==> src/rtl/act_sched_pkg.sv <==
// Shared types and helpers for the activation-engine DMA scheduler.
// Exports the FSM state enum, the command bundle and the chunk-length helper.
package act_sched_pkg;

    typedef enum logic [1:0] {
        IDLE,
        RUN,
        DRAIN,
        FIN
    } state_t;

    localparam int CMD_ADDR_W = 32;

    typedef struct packed {
        logic [CMD_ADDR_W-1:0] addr;
        logic [7:0]            len;
    } cmd_t;

    // Beats-1 for a chunk with `rem` pixels left in the line.
    function automatic logic [7:0] chunk_len(
        input logic [31:0] rem,
        input int          mb
    );
        return (rem > 32'(mb)) ? 8'(mb - 1) : 8'(rem - 32'd1);
    endfunction

endpackage

==> src/rtl/act_addr_walker.sv <==
// Walks one feature map in CH-slice -> H -> W-chunk order with adders only.
// Ports: first (load cfg, go to chunk 0), step (advance), cmd (addr/len), last.
module act_addr_walker
    import act_sched_pkg::*;
#(
    parameter int DIM_W     = 16,
    parameter int PIX_BYTES = 32,
    parameter int MAX_BURST = 16
) (
    input  logic                  clk,
    input  logic                  rst_n,
    input  logic                  first,
    input  logic                  step,
    input  logic [DIM_W-1:0]      win,
    input  logic [DIM_W-1:0]      hin,
    input  logic [DIM_W-1:0]      slices,
    input  logic [CMD_ADDR_W-1:0] base,
    input  logic [CMD_ADDR_W-1:0] surf_step,
    input  logic [CMD_ADDR_W-1:0] line_step,
    output cmd_t                  cmd,
    output logic                  last
);

    localparam logic [CMD_ADDR_W-1:0] CHUNK_B = CMD_ADDR_W'(MAX_BURST * PIX_BYTES);
    localparam logic [DIM_W-1:0]      MB      = DIM_W'(MAX_BURST);
    localparam logic [DIM_W-1:0]      ONE     = DIM_W'(1);

    logic [DIM_W-1:0]      win_q, hin_q, sl_q;
    logic [DIM_W-1:0]      c_q, h_q, rem_q;
    logic [CMD_ADDR_W-1:0] surf_q, line_q;
    logic [CMD_ADDR_W-1:0] sbase_q, lbase_q;
    logic                  line_end, h_last, c_last;

    // rem_q counts pixels still to issue in the current line.
    assign line_end = (rem_q <= MB);
    assign h_last   = (h_q == hin_q - ONE);
    assign c_last   = (c_q == sl_q - ONE);
    assign last     = line_end && h_last && c_last;

    always_ff @(posedge clk or negedge rst_n) begin
        if (!rst_n) begin
            win_q   <= '0;
            hin_q   <= '0;
            sl_q    <= '0;
            surf_q  <= '0;
            line_q  <= '0;
            c_q     <= '0;
            h_q     <= '0;
            rem_q   <= '0;
            sbase_q <= '0;
            lbase_q <= '0;
            cmd     <= '0;
        end else if (first) begin
            win_q    <= win;
            hin_q    <= hin;
            sl_q     <= slices;
            surf_q   <= surf_step;
            line_q   <= line_step;
            c_q      <= '0;
            h_q      <= '0;
            rem_q    <= win;
            sbase_q  <= base;
            lbase_q  <= base;
            cmd.addr <= base;
            cmd.len  <= chunk_len(32'(win), MAX_BURST);
        end else if (step) begin
            if (!line_end) begin
                rem_q    <= rem_q - MB;
                cmd.addr <= cmd.addr + CHUNK_B;
                cmd.len  <= chunk_len(32'(rem_q - MB), MAX_BURST);
            end else begin
                rem_q   <= win_q;
                cmd.len <= chunk_len(32'(win_q), MAX_BURST);
                if (!h_last) begin
                    h_q      <= h_q + ONE;
                    lbase_q  <= lbase_q + line_q;
                    cmd.addr <= lbase_q + line_q;
                end else begin
                    h_q      <= '0;
                    c_q      <= c_q + ONE;
                    sbase_q  <= sbase_q + surf_q;
                    lbase_q  <= sbase_q + surf_q;
                    cmd.addr <= sbase_q + surf_q;
                end
            end
        end
    end

endmodule

==> src/rtl/act_dma_sched.sv <==
// Activation-engine DMA scheduler: issues tile read/write commands with credits.
// Ports: CSR cfg+start, rd/wr command handshakes, res_avail, wr_resp, busy, done.
// Optional ACT_SCHED_PERF_EN adds perf_busy_cyc / perf_stall_cyc counters.
module act_dma_sched
    import act_sched_pkg::*;
#(
    parameter int ADDR_W          = 32,
    parameter int DIM_W           = 16,
    parameter int PIX_BYTES       = 32,
    parameter int MAX_BURST       = 16,
    parameter int MAX_OUTSTANDING = 4
) (
    input  logic              clk,
    input  logic              rst_n,
    input  logic              start,
    input  logic [DIM_W-1:0]  cfg_win,
    input  logic [DIM_W-1:0]  cfg_hin,
    input  logic [DIM_W-1:0]  cfg_ch_slices,
    input  logic [ADDR_W-1:0] cfg_in_base,
    input  logic [ADDR_W-1:0] cfg_in_surf,
    input  logic [ADDR_W-1:0] cfg_in_line,
    input  logic [ADDR_W-1:0] cfg_out_base,
    input  logic [ADDR_W-1:0] cfg_out_surf,
    input  logic [ADDR_W-1:0] cfg_out_line,
    output logic              rd_cmd_valid,
    input  logic              rd_cmd_ready,
    output logic [ADDR_W-1:0] rd_cmd_addr,
    output logic [7:0]        rd_cmd_len,
    output logic              wr_cmd_valid,
    input  logic              wr_cmd_ready,
    output logic [ADDR_W-1:0] wr_cmd_addr,
    output logic [7:0]        wr_cmd_len,
    input  logic              res_avail,
    input  logic              wr_resp,
    output logic              busy,
    output logic              done
`ifdef ACT_SCHED_PERF_EN
    ,
    output logic [31:0]       perf_busy_cyc,
    output logic [31:0]       perf_stall_cyc
`endif
);

    localparam int CW = $clog2(MAX_OUTSTANDING + 1);
    localparam logic [CW-1:0] MAX_OS = CW'(MAX_OUTSTANDING);

    state_t        state;
    logic [CW-1:0] infl, pend, infl_nxt, pend_nxt;
    logic [31:0]   rd_cnt, resp_cnt;
    logic          wr_done, wr_done_nxt;
    logic          rd_hs, wr_hs, launch, zero_dim, active;
    cmd_t          rd_cmd, wr_cmd;
    logic          rd_last, wr_last;

    assign rd_hs    = rd_cmd_valid && rd_cmd_ready;
    assign wr_hs    = wr_cmd_valid && wr_cmd_ready;
    assign launch   = (state == IDLE) && start;
    assign zero_dim = (cfg_win == '0) || (cfg_hin == '0) || (cfg_ch_slices == '0);
    assign active   = (state == RUN) || (state == DRAIN);

    // infl = chunks read but not yet written; pend = results waiting for a write.
    assign infl_nxt    = infl + CW'(rd_hs) - CW'(wr_hs);
    assign pend_nxt    = pend + CW'(res_avail) - CW'(wr_hs);
    assign wr_done_nxt = wr_done || (wr_hs && wr_last);

    assign rd_cmd_addr = ADDR_W'(rd_cmd.addr);
    assign rd_cmd_len  = rd_cmd.len;
    assign wr_cmd_addr = ADDR_W'(wr_cmd.addr);
    assign wr_cmd_len  = wr_cmd.len;

    act_addr_walker #(
        .DIM_W     (DIM_W),
        .PIX_BYTES (PIX_BYTES),
        .MAX_BURST (MAX_BURST)
    ) u_rd_walk (
        .clk       (clk),
        .rst_n     (rst_n),
        .first     (launch),
        .step      (rd_hs),
        .win       (cfg_win),
        .hin       (cfg_hin),
        .slices    (cfg_ch_slices),
        .base      (CMD_ADDR_W'(cfg_in_base)),
        .surf_step (CMD_ADDR_W'(cfg_in_surf)),
        .line_step (CMD_ADDR_W'(cfg_in_line)),
        .cmd       (rd_cmd),
        .last      (rd_last)
    );

    act_addr_walker #(
        .DIM_W     (DIM_W),
        .PIX_BYTES (PIX_BYTES),
        .MAX_BURST (MAX_BURST)
    ) u_wr_walk (
        .clk       (clk),
        .rst_n     (rst_n),
        .first     (launch),
        .step      (wr_hs),
        .win       (cfg_win),
        .hin       (cfg_hin),
        .slices    (cfg_ch_slices),
        .base      (CMD_ADDR_W'(cfg_out_base)),
        .surf_step (CMD_ADDR_W'(cfg_out_surf)),
        .line_step (CMD_ADDR_W'(cfg_out_line)),
        .cmd       (wr_cmd),
        .last      (wr_last)
    );

    always_ff @(posedge clk or negedge rst_n) begin
        if (!rst_n) begin
            state        <= IDLE;
            busy         <= 1'b0;
            done         <= 1'b0;
            rd_cmd_valid <= 1'b0;
            wr_cmd_valid <= 1'b0;
            infl         <= '0;
            pend         <= '0;
            rd_cnt       <= '0;
            resp_cnt     <= '0;
            wr_done      <= 1'b0;
        end else begin
            if (active) begin
                infl     <= infl_nxt;
                pend     <= pend_nxt;
                rd_cnt   <= rd_cnt + 32'(rd_hs);
                resp_cnt <= resp_cnt + 32'(wr_resp);
                wr_done  <= wr_done_nxt;
            end
            unique case (state)
                IDLE: begin
                    done <= 1'b0;
                    if (start) begin
                        busy     <= 1'b1;
                        infl     <= '0;
                        pend     <= '0;
                        rd_cnt   <= '0;
                        resp_cnt <= '0;
                        wr_done  <= 1'b0;
                        state    <= zero_dim ? FIN : RUN;
                    end
                end
                RUN: begin
                    wr_cmd_valid <= (pend_nxt != '0) && !wr_done_nxt;
                    if (rd_hs && rd_last) begin
                        rd_cmd_valid <= 1'b0;
                        state        <= DRAIN;
                    end else begin
                        rd_cmd_valid <= (infl_nxt < MAX_OS);
                    end
                end
                DRAIN: begin
                    rd_cmd_valid <= 1'b0;
                    // rd_cnt is final here, so it is the job's chunk total.
                    if (resp_cnt == rd_cnt) begin
                        wr_cmd_valid <= 1'b0;
                        state        <= FIN;
                    end else begin
                        wr_cmd_valid <= (pend_nxt != '0) && !wr_done_nxt;
                    end
                end
                FIN: begin
                    done         <= 1'b1;
                    busy         <= 1'b0;
                    rd_cmd_valid <= 1'b0;
                    wr_cmd_valid <= 1'b0;
                    state        <= IDLE;
                end
            endcase
        end
    end

`ifdef ACT_SCHED_PERF_EN
    always_ff @(posedge clk or negedge rst_n) begin
        if (!rst_n) begin
            perf_busy_cyc  <= '0;
            perf_stall_cyc <= '0;
        end else if (launch) begin
            perf_busy_cyc  <= '0;
            perf_stall_cyc <= '0;
        end else if (busy) begin
            perf_busy_cyc <= perf_busy_cyc + 32'd1;
            if ((rd_cmd_valid && !rd_cmd_ready) ||
                (state == RUN && !rd_cmd_valid && infl >= MAX_OS))
                perf_stall_cyc <= perf_stall_cyc + 32'd1;
        end
    end
`endif

    a_res_overflow: assert property (
        @(posedge clk) disable iff (!rst_n)
        !(active && res_avail && pend == MAX_OS)
    ) else $error("res_avail with result buffer full");

endmodule

==> config.mk <==
export PLATFORM = sky130hd
export DESIGN_NAME = act_dma_sched
export DESIGN_NICKNAME = d
export VERILOG_FILES = /design/src/rtl/act_sched_pkg.sv /design/src/rtl/act_addr_walker.sv /design/src/rtl/act_dma_sched.sv
export SDC_FILE = /design/constraint.sdc
export NUM_CORES = 2
export LEC_CHECK = 0
export CAP_MARGIN = 20
export CELL_PAD_IN_SITES_DETAIL_PLACEMENT = 1
export CELL_PAD_IN_SITES_GLOBAL_PLACEMENT = 1
export CORE_MARGIN = 5
export CORE_UTILIZATION = 48
export CTS_CLUSTER_DIAMETER = 50
export DETAILED_ROUTE_END_ITERATION = 12
export PLACE_DENSITY = 0.91
export SLEW_MARGIN = 20
export SYNTH_ARGS = -nofsm -noshare
export SYNTH_HDL_FRONTEND = slang
export SYNTH_SLANG_ARGS = --single-unit
==> constraint.sdc <==
create_clock -name clk -period 10 [get_ports clk]
set_input_delay 2.5 -clock clk [delete_from_list [all_inputs] [get_ports clk]]
set_output_delay 2.5 -clock clk [all_outputs]
set_load 0.01 [all_outputs]
Word level (Yosys, flattened, before mapping)
Index checks and enable logic that the tools add are counted.
{ "totals": {"reg_bits": 557, "output_inout_bits": 84, "inputBits": 247, "word_cells": 186} }
{ "classes": {"eq_ne": 11, "order_cmp": 7, "n_reduce_logical": 36, "n_addsub": 26, "muxes": 75} }
{ "ops": {"columns": ["cell", "n"], "rows": [
  ["$mux W32", 22],
  ["$mux W16", 22],
  ["$mux W40", 6],
  ["$add A32 B32 Y32", 4],
  ["$add A16 B1 Y16 const B", 4],
  ["$add A32 B1 Y32", 2],
  ["$add A32 B10 Y32 const B", 2],
  ["$eq A16 B16 Y1", 4],
  ["$gt A32 B5 Y1 const B", 2],
  ["$logic_not A16 Y1", 3],
  ["$sub A16 B5 Y17 const B", 2],
  ["$eq A32 B32 Y1", 1],
  ["$gt A16 B5 Y1 const B", 2],
  ["$le A16 B5 Y1 const B", 2],
  ["$mux W8", 4],
  ["$sub A16 B1 Y16 const B", 2],
  ["$sub A16 B5 Y16 const B", 2],
  ["$sub A8 B1 Y8 const B", 4],
  ["$mux W3", 6],
  ["$reduce_bool A2 Y1", 8],
  ["$logic_and A1 B1 Y1", 10],
  ["$reduce_and A3 Y1", 3],
  ["$mux W2", 4],
  ["$pmux W2 S4", 1],
  ["other kinds (16)", 33]
]} }

Logic depth before layout (Yosys ltp)
{ "logic_depth": {"ltp_word": 10, "depth_mapped": 15, "ltp_nobuf": 13} }

Hierarchy
Synthesis repeated with hierarchy kept, for this count alone.
{ "hier_totals": {"hier_cells": 4148, "area_unflattened_um2": 38303.0} }
{ "modules_own_cells": {"columns": ["mod", "area_per_inst_um2", "cells_each", "seq_area_each_um2", "n_inst"], "rows": [
  ["act_addr_walker", 16906.2, 1834, 6606.3, 2],
  ["act_dma_sched", 4490.6, 480, 1926.8, 1]
]} }

Least setup slack after synthesis
Ideal clock, no wire load.
{ "synth_timing": {"kind": "in2reg", "startpoint": "in rd_cmd_ready", "endpoint": "reg rd_cnt[28]", "path_slack_ps": 4751, "required_time_ps": 9868, "path_buffers": 3, "setup_time_ps": 132, "cell_stages": 14, "arrival_ps": 5117, "path_cell_list": "nand2_1 inv_1 clkbuf_1 clkbuf_1 ha_1 ha_1 and4_1 nand2_1 or2_2 clkbuf_1 nor4_1 nand3_1 xor2_1 nor2_1"} }
{ "synth_via": {"elab_chain_len": 5} }
{ "synth_rtl": {"columns": ["element", "line_no", "text"], "rows": [
  ["from (decl)", "act_dma_sched.sv:26", "input logic rd_cmd_ready,"],
  ["$logic_and A1 B1 Y1 *", "act_dma_sched.sv:55", "assign rd_hs = rd_cmd_valid && rd_cmd_ready;"],
  ["$add A32 B1 Y32 *", "act_dma_sched.sv:125", "rd_cnt <= rd_cnt + 32'(rd_hs);"],
  ["$mux W32 *", "act_dma_sched.sv:122", "if (active) begin"],
  ["$mux W32", "act_dma_sched.sv:132", "if (start) begin"],
  ["$mux W32 *", "act_dma_sched.sv:129", "unique case (state)"],
  ["to (signal assigned)", "act_dma_sched.sv:125", null],
  ["to (decl)", "act_dma_sched.sv:49", "logic [31:0] rd_cnt, resp_cnt;"]
]} }
Mark *: on every way between the ends. The rest lies on a longest branch, timed or not.
A chain may end at the register's enable or synchronous reset.

Worst setup path after layout
{ "layout_timing": {"startpoint": "in rd_cmd_ready", "endpoint": "reg rd_cnt[26]"} }
Same word-level chain as after synthesis.

==> results.sh <==
export IMPL_clk_path_buf_depth=3
export IMPL_setup_violations=0
export IMPL_hold_path_depth=2
export IMPL_pre_cts_slack_ps=3841
export IMPL_initial_core_util=0.4815
export IMPL_crit_chain="clkdlybuf4s50_1, nand2_2, buf_4, inv_1, buf_4, ha_1, ha_1, and4_1, nand2_1, or2_2, nor4_1, nand3_1, xor2_1, nor2_1"
export IMPL_fmax_mhz=175.7
export IMPL_tns_ps=0
export IMPL_synthAdderAreaFrac=0.05873
export IMPL_period_minus_slack_ps=5692
export IMPL_die_area_mm2=0.07985
export IMPL_firstDrtPassIters=6
export IMPL_largestRegisters="u_rd_walk.cmd (40), u_wr_walk.cmd (40)"
export IMPL_rows=100
export IMPL_portBuffers=330
export IMPL_synth_compound_area_frac=0.1835
export IMPL_synth_top_family_by_area="simple AND/OR/NAND/NOR gates"
export IMPL_clkTransAtPathRegs_ps=60
export IMPL_place_gp_congestion=0.9461
export IMPL_num_vias=35460
export IMPL_synth_warnings=0
export IMPL_peakVddDrop_mv=0.1811
export IMPL_grt_pass1_vias=37760
export IMPL_min_path_type="reg2reg"
export IMPL_synthCells=4317
export IMPL_synth_area_per_cell_um2=8.261
export IMPL_routed_via_density=6.346
export IMPL_finalHoldViolations=0
export IMPL_syn_nets=4727
export IMPL_synth_cell_area_mm2=0.03566
export IMPL_slew_violations=0
export IMPL_grt_ovfl_total=0
export IMPL_drc=0
export IMPL_netlist_top_cells_count="904 x nand2_1, 557 x dfrtp_1, 387 x nor2_1, 301 x a21oi_1, 265 x o21ai_0"
export IMPL_end_kind="register"
export IMPL_antenna_found_initial=5
export IMPL_ctsHoldBuffers=0
export IMPL_synth_xor_area_frac=0.08546
export IMPL_required_ps=10470
export IMPL_synth_area_leader_cell="dfrtp_1"
export IMPL_cp_slowest_cell="nor4_1"
export IMPL_insertion_delay_ps=650
export IMPL_dp_hpwl_um=98350
export IMPL_die_h_um=282.6
export IMPL_synth_edf_count=0
export IMPL_reg2reg_depth=13
export IMPL_hold_path_end="u_wr_walk.surf_q[0]"
export IMPL_worstReg2RegStart="u_rd_walk.hin_q[0]"
export IMPL_nets=4963
export IMPL_die_x_um=282.6
export IMPL_hp_start="u_wr_walk.surf_q[0]"
export IMPL_reg2reg_to="u_rd_walk.cmd[18]"
export IMPL_grt_total_usage=0.3382
export IMPL_ys_types=90
export IMPL_routed_wl_um=139000
export IMPL_worst_path_buf_inv=4
export IMPL_arrival_ps=6160
export IMPL_fillers=8685
export IMPL_yosysTopAreaCellShare=0.3908
export IMPL_critPathTopFamily="simple AND/OR/NAND/NOR gates"
export IMPL_cts_buffers=85
export IMPL_wire_per_inst_um=24.88
export IMPL_fin_crit_sh=0.5692
export IMPL_cts_tree="yes"
export IMPL_grt_pass1_wl_um=214300
export IMPL_critPathKind="in2reg"
export IMPL_design_portCount=331
export IMPL_drive_gt1_frac=0.05070
export IMPL_yosysSeqAreaShare=0.3908
export IMPL_async_flop_share=1.000
export IMPL_syn2layout_area_growth_pct=19.57
export IMPL_synth_most_common_cell="nand2_1"
export IMPL_synth_simple_gate_area_frac=0.2314
export IMPL_grt_start_max_net_pins=139
export IMPL_synth_main_ff_cell="dfrtp_1"
export IMPL_maxCapViolations=0
export IMPL_tightestPinTransition_ps=1172
export IMPL_startpoint_type="input port"
export IMPL_worst_slack_ps=4308
export IMPL_drt_iter0_drc=3314
export IMPL_post_cts_resize_count=0
export IMPL_slew_headroom=0.2158
export IMPL_slowest_delay_ps=650
export IMPL_crit_fanout=43
export IMPL_drtAntennaViolNets=0
export IMPL_cts_sinks=557
export IMPL_cp_num_cells=14
export IMPL_status="complete, no violations"
export IMPL_cts_htree_levels=3
export IMPL_core_area_mm2=0.07407
export IMPL_synth_area_top_cells="dfrtp_1 39%, nand2_1 9.5%, ha_1 5.5%"
export IMPL_rrSetupSlack_ps=4890
export IMPL_rsz0062_at_grt="no"
export IMPL_p_leak_nw=19.56
export IMPL_power_density_mw_per_mm2=348.3
export IMPL_root_buffer="clkbuf_16"
export IMPL_synth_seq_cells=557
export IMPL_postCtsSetupRepairBufs=0
export IMPL_synth_mux_area_frac=0.01733
export IMPL_clock_skew_ps=37.74
[final cells by class]
type | count | area, µm² | share of cell area
Tap cell | 969 | 1212 | 0.02843
Clock inverter | 50 | 658.1 | 0.01543
Antenna cell | 4 | 10.01 | 0.0002347
Inverter | 82 | 307.8 | 0.007218
Timing Repair Buffer | 368 | 3616 | 0.08480
Multi-Input combinational cell | 3459 | 20650 | 0.4843
Clock buffer | 99 | 2250 | 0.05276
Sequential cell | 557 | 13940 | 0.3269
[how the worst max path moves through the flow]
stage	start	endpoint	slack (ps)
global placement	rd_cmd_ready	rd_cnt[26]	4020
floorplan	rd_cmd_ready	rd_cnt[28]	4750
finish	rd_cmd_ready	rd_cnt[26]	4310
CTS	rd_cmd_ready	rd_cnt[26]	4370
global route	rd_cmd_ready	rd_cnt[26]	4190
detailed placement	rd_cmd_ready	rd_cnt[26]	3840
[stage by stage]
step / hold WS, ps / power, W / util / instance area (µm²) / cells
after global routing: 501.9 / 0.01569 / 0.5756 / 42640 / 5586
after detailed placement: 469.2 / 0.01138 / 0.5361 / 39710 / 5434
final: 482.7 / 0.01485 / 0.5757 / 42640 / 5588
after global placement: 464.3 / 0.01101 / 0.5361 / 39710 / 5434
after CTS: 486.5 / 0.01470 / 0.5754 / 42620 / 5583
after floorplan: 449.7 / 0.008859 / - / 35660 / 4317
[layer usage]
layer,routed length [µm],vias to the layer above,track usage
li1,-,15640,-
met1,55370,17800,0.4316
met2,65920,1577,0.5632
met3,10060,443,0.05645
met4,7664,2,0.1610
met5,11,-,0
[power breakdown]
group / leakage [nW] / switching (W) / total, W / internal [W]
registers: 7.00 / 0.000967 / 0.00404 / 0.00307
clock network: 1.41 / 0.00120 / 0.00313 / 0.00193
logic: 11.1 / 0.00469 / 0.00768 / 0.00299
[tightest hold or removal path, delay by kind of cell (launching register included)]
kind | cells | cell delay, ps
flops | 1 | 340
simple gates | 2 | 110
[cell usage in the layout, fill, tap and decap left out, drive strengths merged, types with 13 or more instances in the layout]
| cell | n |
|---|---|
| xor2 | 187 |
| xnor2 | 161 |
| buf | 38 |
| nor2b | 24 |
| a21oi | 302 |
| nand2b | 28 |
| o21a | 27 |
| mux2i | 55 |
| nor4 | 43 |
| a21o | 104 |
| ha | 157 |
| nor3 | 81 |
| clkbuf | 100 |
| o22ai | 25 |
| a211oi | 47 |
| a31oi | 62 |
| nand3 | 111 |
| o21bai | 18 |
| nor3b | 13 |
| o21ai | 268 |
| dfrtp | 557 |
| inv | 94 |
| nand4 | 65 |
| o221ai | 14 |
| or3 | 38 |
| and2 | 26 |
| and3 | 46 |
| nand2 | 904 |
| clkinv | 19 |
| o31ai | 22 |
| or4 | 15 |
| clkdlybuf4s50 | 329 |
| nor2 | 388 |
| o211ai | 27 |
[kinds of logic after synthesis]
family                   count (synthesis)
AND/OR/NAND/NOR                       1839
AO/OA/AOI/OAI                         1047
flip-flops                             557
XOR/XNOR                               348
buffers and inverters                  301
adder cells (fa/ha/maj)                164
multiplexers                            61
(Power assumes the default switching activity.)
